`src/rtl/fifo_serial_tx.sv`:
```
// fifo_serial_tx
//   Pulls one word at a time from a FIFO read port and sends it on a serial
//   line. Each frame is a start bit (0), the data bits LSB first, an even
//   parity bit and a stop bit (1). Every bit is held for CLKS_PER_BIT cycles.
//
// Ports
//   clk          rising-edge clock for all state
//   rst_n        synchronous active-low reset
//   enable       permits new FIFO reads and frame starts
//   fifo_empty   FIFO read-side empty flag
//   fifo_rd_en   registered one-cycle read request (high only in REQ)
//   fifo_rdata   FIFO read data, valid the cycle after fifo_rd_en
//   tx           registered serial line, idle high
//   busy         high whenever the FSM is not idle
//   frame_done   one-cycle pulse in the idle cycle after each stop bit
//   frame_count  completed frames, wraps 255 -> 0
module fifo_serial_tx #(
  parameter int WIDTH        = 4,
  parameter int CLKS_PER_BIT = 4
) (
  input  logic             clk,
  input  logic             rst_n,
  input  logic             enable,
  input  logic             fifo_empty,
  output logic             fifo_rd_en,
  input  logic [WIDTH-1:0] fifo_rdata,
  output logic             tx,
  output logic             busy,
  output logic             frame_done,
  output logic [7:0]       frame_count
);

  localparam int CNT_W = $clog2(CLKS_PER_BIT);
  localparam int IDX_W = (WIDTH > 1) ? $clog2(WIDTH) : 1;

  typedef enum logic [2:0] {
    IDLE, REQ, LOAD, START, DATA, PARITY, STOP
  } state_t;

  state_t             state, state_d;
  logic [CNT_W-1:0]   cnt, cnt_d;
  logic [IDX_W-1:0]   idx, idx_d;
  logic [WIDTH-1:0]   shreg;
  logic               par;
  logic               tx_d;
  logic               cnt_last;

  function automatic logic even_parity(input logic [WIDTH-1:0] w);
    return ^w;
  endfunction

  always_comb begin
    state_d  = state;
    cnt_d    = cnt;
    idx_d    = idx;
    cnt_last = (cnt == CNT_W'(CLKS_PER_BIT - 1));
    case (state)
      IDLE:   if (enable && !fifo_empty) state_d = REQ;
      REQ:    state_d = LOAD;
      LOAD: begin
        state_d = START;
        cnt_d   = '0;
        idx_d   = '0;
      end
      START: begin
        if (cnt_last) begin
          state_d = DATA;
          cnt_d   = '0;
        end else begin
          cnt_d = cnt + CNT_W'(1);
        end
      end
      DATA: begin
        if (cnt_last) begin
          cnt_d = '0;
          if (idx == IDX_W'(WIDTH - 1)) begin
            state_d = PARITY;
            idx_d   = '0;
          end else begin
            idx_d = idx + IDX_W'(1);
          end
        end else begin
          cnt_d = cnt + CNT_W'(1);
        end
      end
      PARITY: begin
        if (cnt_last) begin
          state_d = STOP;
          cnt_d   = '0;
        end else begin
          cnt_d = cnt + CNT_W'(1);
        end
      end
      STOP: begin
        if (cnt_last) begin
          state_d = IDLE;
          cnt_d   = '0;
        end else begin
          cnt_d = cnt + CNT_W'(1);
        end
      end
      default: state_d = IDLE;
    endcase

    // tx is registered, so it is derived from the state being entered. The
    // shift register is loaded on the LOAD->START edge, before DATA needs it.
    case (state_d)
      START:   tx_d = 1'b0;
      DATA:    tx_d = shreg[idx_d];
      PARITY:  tx_d = par;
      default: tx_d = 1'b1;
    endcase
  end

  always_ff @(posedge clk) begin
    if (!rst_n) begin
      state       <= IDLE;
      cnt         <= '0;
      idx         <= '0;
      shreg       <= '0;
      par         <= 1'b0;
      tx          <= 1'b1;
      fifo_rd_en  <= 1'b0;
      frame_done  <= 1'b0;
      frame_count <= 8'd0;
    end else begin
      state      <= state_d;
      cnt        <= cnt_d;
      idx        <= idx_d;
      tx         <= tx_d;
      fifo_rd_en <= (state_d == REQ);
      frame_done <= (state == STOP) && (state_d == IDLE);
      if ((state == STOP) && (state_d == IDLE))
        frame_count <= frame_count + 8'd1;
      // Read data arrives in LOAD; it is ignored at all other times.
      if (state == LOAD) begin
        shreg <= fifo_rdata;
        par   <= even_parity(fifo_rdata);
      end
    end
  end

  assign busy = (state != IDLE);

endmodule

```
`config.mk`:
```
export PLATFORM = sky130hd
export DESIGN_NAME = fifo_serial_tx
export DESIGN_NICKNAME = d
export VERILOG_FILES = /design/src/rtl/fifo_serial_tx.sv
export SDC_FILE = /design/constraint.sdc
export NUM_CORES = 1
export LEC_CHECK = 0
export ABC_AREA = 0
export BUFFER_PORTS_ARGS = -buffer_cell sky130_fd_sc_hd__buf_2
export CORE_ASPECT_RATIO = 0.9
export CORE_MARGIN = 5
export CORE_UTILIZATION = 35
export DETAILED_ROUTE_END_ITERATION = 7
export SLEW_MARGIN = 20
export SYNTH_ARGS = -nofsm -noshare
export SYNTH_HDL_FRONTEND = slang
export SYNTH_SLANG_ARGS = --single-unit
```
`constraint.sdc`:
```
create_clock -name clk -period 2.1 [get_ports clk]
set_input_delay 0.315 -clock clk [delete_from_list [all_inputs] [get_ports clk]]
set_output_delay 0.315 -clock clk [all_outputs]
set_load 0.03 [all_outputs]
```
==> Word level (Yosys, flattened, before mapping) <==
Index checks and enable logic that the tools add are counted.
W data, S select, Z words.
{ "word_totals": {"out_inout_bits": 12, "reg_bits": 23, "wordCells": 49, "inputBits": 8} }
{ "classes": {"n_addsub": 3, "reduce_logical": 9, "eq_ne": 12, "magnitude_cmp": 1, "muxes": 15} }
{ "op_table": {"columns": ["operator", "n"], "rows": [
  ["$pmux W3 S7", 1],
  ["$mux W3", 6],
  ["$eq A3 B3 Y1 const B", 5],
  ["$eq A3 B2 Y1 const B", 3],
  ["$add A8 B1 Y8 const B", 1],
  ["$pmux W2 S2", 2],
  ["$eq A3 B1 Y1 const B", 2],
  ["$logic_not A3 Y1", 2],
  ["$mux W2", 3],
  ["$add A2 B1 Y2 const B", 2],
  ["$eq A2 B2 Y1 const B", 2],
  ["$reduce_or A4 Y1", 1],
  ["$reduce_xor A4 Y1", 1],
  ["$lt A2 B3 Y1 const B", 1],
  ["$pmux W1 S3", 1],
  ["$reduce_bool A3 Y1", 1],
  ["$bmux W1 S2", 1],
  ["$logic_and A1 B1 Y1", 2],
  ["$reduce_bool A2 Y1", 1],
  ["$logic_not A1 Y1", 1],
  ["$mux W1", 1]
]} }

==> Depth between registers and ports, before layout <==
{ "logic_depth": {"ltp_word": 7, "depth_mapped": 7, "ltp_nobuf": 7} }

==> Worst setup path after synthesis <==
OpenSTA, ideal clock, no wires.
{ "synth_path": {"kind": "flip-flop to flip-flop", "start": "reg idx[0]", "end": "reg tx", "required_time_ps": 2021, "setup_ps": 79, "t_arrival_ps": 1563, "synth_period_minus_slack_ps": 1642, "stages_incl_launch_ff": 7, "n_path_buf": 0, "path_slack_ps": 458, "cell_sequence": "dfxtp_1 -> ha_1 -> a32o_1 -> a22oi_2 -> mux2i_1 -> mux2_2 -> a211oi_2"} }
{ "synth_via": {"elab_chain_len": 7, "word_cells_on_any_way": 14, "classes_between": "add/sub (1); eq/ne (4); mux (9)"} }
{ "synth_lines": {"columns": ["element", "line_no", "source"], "rows": [
  ["from (decl)", "42", "logic [IDX_W-1:0] idx, idx_d;"],
  ["from (signal assigned)", "129", "idx <= idx_d;"],
  ["$add A2 B1 Y2 or $eq A2 B2 Y1 (tied branches)", "80, 76", null],
  ["$mux W2", "76", "if (idx == IDX_W'(WIDTH - 1)) begin"],
  ["$mux W2", "74", "if (cnt_last) begin"],
  ["$pmux W2 S2", "57", "case (state)"],
  ["$bmux W1 S2", "109", "DATA: tx_d = shreg[idx_d];"],
  ["$mux W1 (implied by the code)", "109", null],
  ["$pmux W1 S3 *", "107", "case (state_d)"],
  ["to (signal assigned)", "130", "tx <= tx_d;"],
  ["to (decl)", "27", "output logic tx,"]
]} }
Mark *: on every way between the ends. The rest lies on a longest branch, timed or not. The select of a mux whose other input is x is not followed.
A chain may end at the register's enable or synchronous reset.

==> Worst setup path in the final report <==
{ "layout_path": {"start": "reg cnt[0]", "end": "reg frame_count[7]"} }
{ "layout_via": {"elab_chain_len": 5, "word_cells_on_any_way": 8, "classes_between": "eq/ne (1); mux (5); reduce/logical (2)"} }
{ "layout_lines": {"columns": ["element", "line_no", "source"], "rows": [
  ["from (decl)", "41", "logic [CNT_W-1:0] cnt, cnt_d;"],
  ["from (signal assigned)", "128", "cnt <= cnt_d;"],
  ["$eq A2 B2 Y1 *", "56", "cnt_last = (cnt == CNT_W'(CLKS_PER_BIT - 1));"],
  ["$mux W3 (on tied branches)", null, null],
  ["$pmux W3 S7 *", "57", null],
  ["$logic_not A3 Y1 *", "133", "if ((state == STOP) && (state_d == IDLE))"],
  ["$logic_and A1 B1 Y1 *", "133", null],
  ["to (signal assigned)", "134", "frame_count <= frame_count + 8'd1;"],
  ["to (decl)", "30", "output logic [7:0] frame_count"]
]} }
Mark *: on every way between the ends. The rest lies on a longest branch, timed or not.

==> summary.txt <==
Pwr
  – Sw frac: 0.245
  – NetSw: 201 µW
  – Internal: 620 µW
  – Combinational power share: 0.103
  – Worst VDD drop: 364 µV
  – Total Power: 821 µW
  – Clock group share of total power: 0.337
  – P_leak: 0.564 nW
  – Power per Cell Area: 616 nW/µm²
  – Register share of total power: 0.560

Global route
  – Initial antenna violation count: 0
  – Gr busiest metal: met2
  – Grt ovf: 0
  – GR Layer Usage met1: 0.122
  – GRT Total Usage: 0.101
  – Grt met3 use: 0.0219
  – Largest net degree at the start of global routing: 24
  – Met2 Usage GRT: 0.168
  – Vias in the first global route: 871
  – First-pass GRT wire length: 3720 µm

Routing
  – WL/cell: 11.6 µm
  – DR vias/cell: 4.77
  – Iteration-0 DRC Markers: 23
  – Vias: 882
  – DRC Markers: 0
  – Routed wire length: 2150 µm
  – DRT Pass-1 Iters: 3
  – Final ANT Viol Nets: 0

Timing
  – Setup Skew: 0.00526 ns
  – Maximum clock rate: 550 MHz
  – Final period util: 0.865
  – Hold Worst Slack: 0.342 ns
  – Period minus WS final: 1.82 ns
  – Post-Route Setup TNS: 0 ns
  – Final hold violation count: 0
  – Final setup viols: 0
  – RSZ-0062 raised after global routing: no
  – Max_slew headroom: 0.746
  – Pins over their slew limit: 0
  – Slew @ Worst Pin: 0.380 ns

Finish
  – Final instance area: 1330 µm²
  – Layout cells sized above 1: 0.203
  – Post-synthesis to final-layout area growth: 16.3%
  – Layout Nets: 156
  – Ant. Diodes: 0
  – Finished Core Util: 0.428

Clocking
  – CTS Hold Bufs: 0
  – Worst skew pair latency: 0.26 ns
  – CTS H-tree depth: 1
  – CTS buffer count: 3
  – Cts repair resizes: 0
  – Maximum clock path buffer count: 2
  – CTS clock-pin slew for the worst setup and hold paths: 0.09 ns
  – Clk root buf: clkbuf_8
  – Post-CTS Setup Repair Bufs: 0
  – CTS tree: done
  – Num Clock Sinks: 23

Logic synthesis
  – Post-synth top area share: 0.402
  – Ranking of synthesized cells by area: dfxtp_1, mux2i_1, nor2b_1
  – Leading post-synthesis cells by instance count: dfxtp_1, nor2b_1, and2_1, mux2i_1
  – Mapped Cells: 123
  – Ys flop type: dfxtp_1
  – Mapped Area: 1150 µm²
  – Dominant cell type by area after synthesis: dfxtp_1
  – Syn_area_per_cell: 9.32 µm²
  – Yosys synthesis warning count: 0
  – Count leader, synth: dfxtp_1
  – Ys async rst share: 0
  – Net Count, Synth: 135
  – Synth unique cells: 34
  – Post-synth EDFFs: 0
  – Number of synthesized register bits: 23
  – Post-synthesis sequential area ratio: 0.402

Worst setup path
  – CP Launch Type: flip-flop
  – Worst Reg-to-Reg Cells: 7
  – R2r setup slk: 0.28 ns
  – Worst setup path endpoint: frame_count[7]
  – Reg-to-Reg End: frame_count[7]
  – Req. time, crit path: 2.30 ns
  – Critical Path Source: cnt[0]
  – CP endpoint kind: flip-flop
  – WS Path Type: reg -> reg
  – Crit path DAT: 2.02 ns
  – Critical Path Fanout Max: 6
  – Reg-to-reg startpoint: cnt[0]

Placement
  – Post-DP Area: 1280 µm²
  – Gp weighted congestion: 0.752
  – Detailed placement HPWL: 1640 µm
  – IO buf count: 19

Floorplanning
  – Rows: 19
  – Die boundary width: 70.3 µm
  – I/O pins: 20
  – Die Area: 4520 µm²
  – Core area: 3110 µm²
  – Starting Density: 0.368
  – Die Ht: 64.3 µm

Job
  – Max-Cap Viols: 0

Status
  – Status: complete, no violations

Min path
  – Hold crit path type: in -> reg
## metal layers
layer	share of wire	vias up
li1	-	467
met1	0.49	405
met2	0.48	8
met3	0.022	2
met4	0.0079	0
met5	0	-
## per-stage QoR
step	cells	setup slack (ns)
5_1_grt	185	0.120
2_1_floorplan	123	0.458
4_1_cts	185	0.272
3_3_place_gp	181	0.317
3_5_place_dp	181	0.304
6_report	185	0.283
## layout by cell type, fill, tap and decap left out, drive strengths merged, types with 4 or more instances in the layout
cell type,n
nand2,7
and2,8
xnor2,7
dfxtp,23
mux2i,8
a21oi,6
nor2,6
o21ai,7
nor2b,10
ha,4
buf,21
## cell families (layout without fill, tap and decap cells)
| logic type | Yosys count | count (layout) | synth area share |
|---|---|---|---|
| and+or+nand+nor | 48 | 48 | 0.239 |
| DFF | 23 | 23 | 0.402 |
| adders and majority gates | 4 | 4 | 0.0437 |
| buffers and inverters | 7 | 27 | 0.0284 |
| AOI/OAI and AO/OA | 23 | 23 | 0.139 |
| muxes | 9 | 9 | 0.0797 |
| xor gates and xnor gates | 9 | 9 | 0.0688 |
## power groups by stage
| stage | clock network, mW | registers (mW) | logic, mW |
|---|---|---|---|
| after floorplan | 0 | 0.467 | 0.0654 |
| after global routing | 0.311 | 0.463 | 0.0951 |
| after detailed placement | 0 | 0.470 | 0.0861 |
| after global placement | 0 | 0.469 | 0.0844 |
| final | 0.276 | 0.460 | 0.0848 |
| after CTS | 0.288 | 0.460 | 0.0864 |
## sequential cells by signal (all words and copies together) (netlist names)
register	count
frame_count	8
shreg	4
state	3
cnt	2
idx	2
fifo_rd_en	1
frame_done	1
par	1
tx	1
## critical path, stage by stage (launching register included)
cell and delay [ns]:
dfxtp_1 0.39, ha_1 0.29, nand2_1 0.13, nor2_4 0.20, and3_1 0.23, nand2_1 0.08, or3_1 0.30, a21boi_1 0.14
## final cells by class
type / count / area (µm²)
Tap cell: 42 / 52.6
Clock buffer: 3 / 41.3
Timing Repair Buffer: 21 / 110
Sequential cell: 23 / 460
Clock inverter: 1 / 7.51
Fill cell: 337 / 1780
Multi-Input combinational cell: 93 / 653
Inverter: 2 / 7.51
## how the worst min path moves through the flow
stage	end	slack (ns)	depth (start not counted)	startpoint
after CTS	shreg[2]	0.34	3	fifo_rdata[2]
after global placement	frame_count[7]	0.47	2	frame_count[7]
after detailed placement	frame_count[7]	0.48	2	frame_count[7]
final	shreg[2]	0.34	3	fifo_rdata[2]
after floorplan	state[0]	0.45	1	rst_n
after global routing	shreg[2]	0.34	3	fifo_rdata[2]
(Power assumes the default switching activity.)
